--- config.mk ---
export PLATFORM = sky130hd
export DESIGN_NAME = a2d_chnl_sched_flat
export DESIGN_NICKNAME = d
export VERILOG_FILES = /design/src/rtl/a2d_chnl_sched_if.sv /design/src/rtl/a2d_chnl_sched.sv /design/src/flat_wrapper.sv
export SDC_FILE = /design/constraint.sdc
export NUM_CORES = 1
export LEC_CHECK = 0
export CELL_PAD_IN_SITES_DETAIL_PLACEMENT = 0
export CELL_PAD_IN_SITES_GLOBAL_PLACEMENT = 1
export CORE_AREA = 2 2 128 130
export DETAILED_ROUTE_END_ITERATION = 8
export DIE_AREA = 0 0 130 132
export PLACE_DENSITY = 0.89
export SKIP_LAST_GASP = 1
export SLEW_MARGIN = 15
export SYNTH_ARGS = -nofsm -noshare
export SYNTH_HDL_FRONTEND = slang
export SYNTH_SLANG_ARGS = --single-unit
export TNS_END_PERCENT = 1
--- constraint.sdc ---
create_clock -name clk -period 5.23 [get_ports clk]
set_input_delay 1.046 -clock clk [delete_from_list [all_inputs] [get_ports clk]]
set_output_delay 1.046 -clock clk [all_outputs]
set_load 0.05 [all_outputs]
--- src/rtl/a2d_chnl_sched_if.sv ---
// Signal bundle between the A2D channel scheduler, its SPI master and its consumers.
// The master modport is the scheduler; the slave modport is everything around it.
interface a2d_chnl_sched_if;
  logic        en;
  logic [7:0]  chnl_mask;
  logic        done;
  logic [15:0] rd_data;
  logic [2:0]  rd_chnl;
  logic        wrt;
  logic [15:0] cmd;
  logic        res_vld;
  logic [2:0]  res_chnl;
  logic [11:0] res;
  logic [11:0] rd_val;
  logic        busy;

  modport master (
    input  en, chnl_mask, done, rd_data, rd_chnl,
    output wrt, cmd, res_vld, res_chnl, res, rd_val, busy
  );

  modport slave (
    output en, chnl_mask, done, rd_data, rd_chnl,
    input  wrt, cmd, res_vld, res_chnl, res, rd_val, busy
  );
endinterface

--- src/rtl/a2d_chnl_sched.sv ---
// Round-robin LTC2308 channel scheduler: issues SPI commands over the enabled channels,
// realigns the one-transaction result latency and keeps the latest reading per channel.
module a2d_chnl_sched #(
  parameter int GAP = 100
) (
  input  logic               clk,
  input  logic               rst_n,
  a2d_chnl_sched_if.master   bus
);

  typedef enum logic [1:0] {S_IDLE, S_ISSUE, S_XFER, S_GAP} state_e;

  localparam logic [11:0] GAP_LAST = 12'(GAP - 1);

  state_e      state_q, state_d;
  logic [11:0] cnt_q, cnt_d;
  logic [2:0]  ptr_q, ptr_d;
  logic [2:0]  prev_ch_q, prev_ch_d;
  logic        prev_vld_q, prev_vld_d;
  logic        wrt_q, wrt_d;
  logic [15:0] cmd_q, cmd_d;
  logic        res_vld_q, res_vld_d;
  logic [2:0]  res_chnl_q, res_chnl_d;
  logic [11:0] res_q, res_d;
  logic        hold_we;
  logic [11:0] hold_q [8];
  logic [2:0]  sel_ch;
  logic        run_ok;
  logic        unused_rd_lsb;

  assign run_ok        = bus.en && (bus.chnl_mask != 8'h00);
  assign unused_rd_lsb = ^bus.rd_data[3:0];

  // Single-ended, unipolar, no sleep.
  function automatic logic [15:0] cmd_of(input logic [2:0] ch);
    return {1'b1, ch[0], ch[2:1], 1'b1, 1'b0, 10'h000};
  endfunction

  // Search ptr+1 .. ptr+8 (ptr itself last); the nearest set bit wins.
  always_comb begin
    logic [2:0] idx;
    sel_ch = ptr_q;
    idx    = ptr_q;
    for (int i = 8; i >= 1; i--) begin
      idx = ptr_q + 3'(i);
      if (bus.chnl_mask[idx]) sel_ch = idx;
    end
  end

  always_comb begin
    // NOTE: every _d gets a default before the case, so no path can infer a latch.
    state_d    = state_q;
    cnt_d      = cnt_q;
    ptr_d      = ptr_q;
    prev_ch_d  = prev_ch_q;
    prev_vld_d = prev_vld_q;
    wrt_d      = 1'b0;
    cmd_d      = cmd_q;
    res_vld_d  = 1'b0;
    res_chnl_d = res_chnl_q;
    res_d      = res_q;
    hold_we    = 1'b0;

    case (state_q)
      S_IDLE: if (run_ok) state_d = S_ISSUE;
      S_ISSUE: begin
        ptr_d   = sel_ch;
        cmd_d   = cmd_of(sel_ch);
        wrt_d   = 1'b1;
        state_d = S_XFER;
      end
      S_XFER: if (bus.done) begin
        // Data returned now belongs to the channel commanded one transaction ago.
        if (prev_vld_q) begin
          hold_we    = 1'b1;
          res_d      = bus.rd_data[15:4];
          res_chnl_d = prev_ch_q;
          res_vld_d  = 1'b1;
        end
        prev_ch_d  = ptr_q;
        prev_vld_d = 1'b1;
        cnt_d      = '0;
        state_d    = run_ok ? S_GAP : S_IDLE;
      end
      S_GAP: begin
        if (cnt_q == GAP_LAST) state_d = run_ok ? S_ISSUE : S_IDLE;
        else                   cnt_d   = cnt_q + 12'd1;
      end
      default: state_d = S_IDLE;
    endcase

    // A restart must discard the first returned word, which was never commanded.
    if (state_d == S_IDLE) prev_vld_d = 1'b0;
  end

  always_ff @(posedge clk or negedge rst_n) begin
    if (!rst_n) begin
      state_q    <= S_IDLE;
      cnt_q      <= '0;
      ptr_q      <= 3'd7;
      prev_ch_q  <= '0;
      prev_vld_q <= 1'b0;
      wrt_q      <= 1'b0;
      cmd_q      <= 16'h8800;
      res_vld_q  <= 1'b0;
      res_chnl_q <= '0;
      res_q      <= '0;
    end else begin
      state_q    <= state_d;
      cnt_q      <= cnt_d;
      ptr_q      <= ptr_d;
      prev_ch_q  <= prev_ch_d;
      prev_vld_q <= prev_vld_d;
      wrt_q      <= wrt_d;
      cmd_q      <= cmd_d;
      res_vld_q  <= res_vld_d;
      res_chnl_q <= res_chnl_d;
      res_q      <= res_d;
    end
  end

  // NOTE: the holding file is reset because consumers read it as a register file, and
  // a reset must visibly clear every stale reading; it stays a small flop array.
  always_ff @(posedge clk or negedge rst_n) begin
    if (!rst_n) begin
      for (int i = 0; i < 8; i++) hold_q[i] <= '0;
    end else if (hold_we) begin
      hold_q[prev_ch_q] <= bus.rd_data[15:4];
    end
  end

  assign bus.wrt      = wrt_q;
  assign bus.cmd      = cmd_q;
  assign bus.res_vld  = res_vld_q;
  assign bus.res_chnl = res_chnl_q;
  assign bus.res      = res_q;
  assign bus.rd_val   = hold_q[bus.rd_chnl];
  assign bus.busy     = (state_q != S_IDLE);

endmodule

--- src/flat_wrapper.sv ---
// flat-port wrapper written by rule: the top's interface ports become plain ports
module a2d_chnl_sched_flat 
#(
  parameter int GAP = 100
)
  (clk, rst_n, bus_en, bus_chnl_mask, bus_done, bus_rd_data, bus_rd_chnl, bus_wrt, bus_cmd, bus_res_vld, bus_res_chnl, bus_res, bus_rd_val, bus_busy);
  a2d_chnl_sched_if bus_i ();
  input  logic clk;
  input  logic rst_n;
  input wire logic [$bits(bus_i.en)-1:0] bus_en;
  input wire logic [$bits(bus_i.chnl_mask)-1:0] bus_chnl_mask;
  input wire logic [$bits(bus_i.done)-1:0] bus_done;
  input wire logic [$bits(bus_i.rd_data)-1:0] bus_rd_data;
  input wire logic [$bits(bus_i.rd_chnl)-1:0] bus_rd_chnl;
  output wire logic [$bits(bus_i.wrt)-1:0] bus_wrt;
  output wire logic [$bits(bus_i.cmd)-1:0] bus_cmd;
  output wire logic [$bits(bus_i.res_vld)-1:0] bus_res_vld;
  output wire logic [$bits(bus_i.res_chnl)-1:0] bus_res_chnl;
  output wire logic [$bits(bus_i.res)-1:0] bus_res;
  output wire logic [$bits(bus_i.rd_val)-1:0] bus_rd_val;
  output wire logic [$bits(bus_i.busy)-1:0] bus_busy;
  assign bus_i.en = bus_en;
  assign bus_i.chnl_mask = bus_chnl_mask;
  assign bus_i.done = bus_done;
  assign bus_i.rd_data = bus_rd_data;
  assign bus_i.rd_chnl = bus_rd_chnl;
  assign bus_wrt = bus_i.wrt;
  assign bus_cmd = bus_i.cmd;
  assign bus_res_vld = bus_i.res_vld;
  assign bus_res_chnl = bus_i.res_chnl;
  assign bus_res = bus_i.res;
  assign bus_rd_val = bus_i.rd_val;
  assign bus_busy = bus_i.busy;
  a2d_chnl_sched #(.GAP(GAP)) u_core (.clk(clk), .rst_n(rst_n), .bus(bus_i));
endmodule
# ---- Word-level counts from Yosys, hierarchy flattened
# Cells that the tools add are included.
dict set report totals {
  ff_bits 137
  inputBits 31
  output_inout_bits 46
  elab_cells 100
}
dict set report op_classes {
  addsub 8
  n_lt_le_gt_ge 10
  n_eq_ne 6
  mux 43
  n_bitwise 2
  reduce_logical 13
}
# op count
set ops {}
lappend ops {{bitwise mux 96 bit} 1}
lappend ops {{2-to-1 mux 12 bit} 5}
lappend ops {{binary-select mux 12 bit (select 3 bit)} 1}
lappend ops {{demux 12 bit (select 3 bit)} 1}
lappend ops {{less-than comparator 3 x 4 -> 1 bit (second input constant)} 7}
lappend ops {{one-hot mux 12 bit (2 select lines)} 1}
lappend ops {{binary-select mux 1 bit (select 3 bit)} 7}
lappend ops {{2-to-1 mux 3 bit} 7}
lappend ops {{2-to-1 mux 1 bit} 15}
lappend ops {{adder 12 x 1 -> 12 bit (second input constant)} 1}
lappend ops {{adder 3 bit (second input constant)} 4}
lappend ops {{equality test 12 x 7 -> 1 bit (second input constant)} 1}
lappend ops {{greater-or-equal comparator 4 bit (second input constant)} 2}
lappend ops {{2-to-1 mux 2 bit} 4}
lappend ops {{NOT 3 -> 4 bit} 2}
lappend ops {{one-hot mux 2 bit (4 select lines)} 1}
lappend ops {{nonzero test 2 bit} 4}
lappend ops {{nonzero test 8 bit} 1}
lappend ops {{adder 3 x 2 -> 3 bit (second input constant)} 2}
lappend ops {{AND reduction 3 bit} 2}
lappend ops {{equality test 2 bit (second input constant)} 2}
lappend ops {{logical NOT 2 bit} 2}
lappend ops {{less-than comparator 4 x 1 -> 1 bit (second input constant)} 1}
lappend ops {{!= test 2 bit (second input constant)} 2}
lappend ops {{4 further kinds} 6}

# ---- Depth between registers and ports, before layout
dict set report depth {
  ltp_word 10
  ltp_mapped 11
  ltp_nobuf 8
}

# ---- Worst setup path after synthesis
# No wires, ideal clock.
dict set report synth_timing {
  kind {input port to output port}
  startpoint {input bus_rd_chnl[0]}
  endpoint {output bus_rd_val[0]}
  arrival_time_ns 2.579
  slack_ns 1.605
  stages 4
  path_buffers 2
  path_cell_list {clkbuf_1 -> buf_2 -> mux4_2 -> mux2_2}
}
dict set report synth_between {
  elab_chain_cells 4
}
# item line
set synth_rtl {}
lappend synth_rtl {{start, declared} flat_wrapper.sv:14} ;# input wire logic [$bits(bus_i.rd_chnl)-1:0] bus_rd_chnl;
lappend synth_rtl {{NOT 3 -> 4 bit (not written as such)} a2d_chnl_sched.sv:137} ;# assign bus.rd_val = hold_q[bus.rd_chnl];
lappend synth_rtl {{binary-select mux 12 bit (select 3 bit)} a2d_chnl_sched.sv:137}
lappend synth_rtl {{2-to-1 mux 12 bit (not written as such) (2 in a row)} a2d_chnl_sched.sv:137}
lappend synth_rtl {{end, declared} flat_wrapper.sv:20} ;# output wire logic [$bits(bus_i.rd_val)-1:0] bus_rd_val;
# Every way passes these cells. The select of a mux whose other input is x is not followed.

# ---- Worst setup path in the final report
dict set report layout_timing {
  startpoint {input bus_rd_chnl[0]}
  endpoint {output bus_rd_val[4]}
}
# Same word-level chain as after synthesis.

==> run_results.csv <==
group,metric,value,unit
routing,drc,0,
yosys,syn_area,7030,um2
clock_network,cts_resized,0,
clock_network,h-tree-depth,4,
timing,tns,0,ps
placed_design,io_buffers,59,
timing,final_max_slew_viol_count,0,
routing,drt-vias-per-instance,5.61,
grt,grt_usage,18.4,%
clock_network,clk_path_buf_depth,2,
critical_path,rrSetupSlack,1880,ps
routing,dr.first_iter.drc_count,128,
floorplanning,fp.dieH,132,um
timing,finalWorstSetupSlack,1170,ps
floorplanning,fp.dieArea,17200,um2
critical_path,arrival,3020,ps
timing,rsz0062_at_grt,"no",
critical_path,required,4180,ps
clock_network,cts_sinks,137,
floorplanning,rows,46,
routing,dr.pass1.iters,4,
grt,grt_pass1_vias,4787,
timing,setup_viol,0,
critical_path,cp-startpoint,"bus_rd_chnl[0]",
layout,area_growth,18.2,%
critical_path,max_stage_delay,580,ps
power,power.density,584,nW/um2
clock_network,clockRootBuffer,"clkbuf_16",
clock_network,clk_latency,410,ps
floorplanning,start_util,44.7,%
critical_path,crit_buf_inv,3,
routing,wl_per_cell,18.7,um
yosys,ys_seq_area_share,48.8,%
timing,period_share,77.7,%
grt,grt_start_max_net_pins,89,
yosys,synth_top_cell_area_share,47.7,%
grt,antenna_found_initial,0,
clock_network,postCtsHoldBufs,0,
clock_network,cts_tree,"done",
power,power.leakage,3.75,nW
yosys,yosysTopAreaCell,"dfrtp_1",
placed_design,dpl.hpwl,9760,um
floorplanning,coreArea,15700,um2
yosys,synth_cells,515,
floorplanning,io_pins,77,
clock_network,cts_buffers,17,
timing,relSlewSlack,41.7,%
yosys,yosys_warnings,0,
clock_network,cts_setup_buffers,0,
critical_path,worstSetupEndpoint,"bus_rd_val[4]",
layout,n_antenna_cell,0,
status,status,"finished clean",
grt,grt-ovfl-total,0,
yosys,netlist_top_cells_area,"dfrtp_1, mux2_2, mux4_2, buf_4, nand2_1",
yosys,synth_edf_count,0,
critical_path,crit_family,"buffers and inverters",
critical_path,crit_type,"in2out",
grt,grt_pass1_wl,24700,um
critical_path,cpMostUsedCell,"buf_4",
yosys,synth-main-ff-cell,"dfrtp_1",
critical_path,r2r_start,"u_core.ptr_q[0]",
critical_path,r2r_end,"u_core.ptr_q[1]",
clock_network,clkTransAtPathRegs,50,ps
routing,routed_wl,15000,um
layout,fin_cells,800,
critical_path,r2r_cells,8,
placed_design,gp_congestion,0.859,
yosys,yosysUniqueCellTypes,65,
timing,hold_violations,0,
yosys,ys_seq_elements,137,
critical_path,worstPathMaxFanout,24,
placed_design,place_worst_setup_slack,1140,ps
min_path,min-delay-path-class,"in2async",
critical_path,worstPathCellList,"clkdlybuf4s50_1 > buf_4 > mux4_2 > mux2_2 > buf_4",
yosys,avgSynthCellArea,13.7,um2
yosys,ys_async_sr_fraction,100,%
floorplanning,fp.dieW,130,um
layout,final_nets,605,
placed_design,post-place-cells,768,
critical_path,cp_num_cells,5,
critical_path,critPathSlowestCell,"mux4_2",
critical_path,start_kind,"primary input",
timing,fin_crit,4060,ps
layout,drive_above_1_share,39.6,%
power,peakVddDrop,0.350,mV
routing,vias,4484,
timing,tightest_slew,871,ps
timing,max_freq,246,MHz
critical_path,crit_path_end_kind,"output port",
flow_run,cap_viol_max_count,0,
routing,ant_nets,0,
timing,finalClockSkew,7.25,ps
[final cells by class]
| class | instances | area, um2 |
|---|---|---|
| timing repair buffer | 69 | 637 |
| multi-input combinational | 338 | 3370 |
| sequential | 137 | 3430 |
| fill | 1296 | 7400 |
| tap | 216 | 270 |
| clock inverter | 13 | 129 |
| inverter | 8 | 30.0 |
| clock buffer | 19 | 443 |
[sequential cells by signal, summed over array words and instances, names as in the netlist]
signal and count:
u_core.hold_q 96, u_core.bus.res 12, u_core.cnt_q 12, u_core.bus.cmd 3, u_core.bus.res_chnl 3, u_core.prev_ch_q 3, u_core.ptr_q 3, u_core.state_q 2
u_core.bus.res_vld 1, u_core.bus.wrt 1, u_core.prev_vld_q 1
[power breakdown]
group	internal, mW	switching (mW)
clock	0.708	0.445
combinational	0.933	1.02
sequential	1.44	0.304
total	3.08	1.77
[per-stage QoR]
step / total power, mW / instance area [um2] / utilization (%) / hold WS, ps
finish: 4.85 / 8310 / 52.9 / 421
global route: 5.12 / 8310 / 52.9 / 405
detailed placement: 3.71 / 7730 / 49.2 / 483
floorplan: 3.21 / 7070 / - / 453
global placement: 3.62 / 7730 / 49.2 / 466
CTS: 4.88 / 8310 / 52.9 / 405
[logic make-up (layout without fill, tap and decap cells)]
logic type	Yosys count	in the layout	synth area share, %
DFF	137	137	48.8
other	2	13	0.107
muxes	175	175	33.6
xor gates and xnor gates	13	13	1.73
and+or+nand+nor	79	79	5.86
adders and majority gates	3	3	0.534
AOI/OAI and AO/OA	55	55	5.46
buffers and inverters	51	109	3.86
[how the worst min path moves through the flow]
stage | start | endpoint | slack, ps | cells past startpoint
after floorplan | u_core.hold_q[35] | u_core.hold_q[35] | 450 | 1
after global placement | u_core.hold_q[35] | u_core.hold_q[35] | 470 | 1
after detailed placement | u_core.bus.cmd[13] | u_core.bus.cmd[13] | 480 | 2
after CTS | rst_n | u_core.bus.res[9] | 400 | 1
after global routing | rst_n | u_core.bus.res[9] | 410 | 1
final | rst_n | u_core.bus.res[9] | 420 | 1
[synth_stat cells, types with 3 or more instances]
library cell and count:
buf_2 13, xnor2_1 4, and3_1 4, o211ai_1 5
nand2b_1 3, nor4_1 4, buf_4 15, dfrtp_1 134
a21oi_1 9, mux2_2 128, dfstp_2 3, xor2_1 8
nand2_1 22, inv_1 7, nand3_1 8, clkbuf_1 12
mux2i_1 8, ha_1 3, o21ai_0 12, nor2_1 17
mux4_2 35, nor3_1 6
[cell usage in the layout, fill, tap and decap left out, drive strengths merged, types with 13 or more instances in the layout]
cell,count
buf,23
o21ai,14
conb,13
mux4,35
dfrtp,134
clkdlybuf4s50,46
nor2,18
clkbuf,19
mux2,131
nand2,22
[routing by layer]
| layer | share of wire, % | up-vias | global-route usage (%) |
|---|---|---|---|
| li1 | - | 2005 | - |
| met2 | 51 | 103 | 30.5 |
| met3 | 3.5 | 11 | 4.34 |
| met5 | 0 | - | 0 |
| met1 | 45 | 2365 | 24.7 |
| met4 | 0.76 | 0 | 4.30 |
Power figures use the tool's default switching activity.
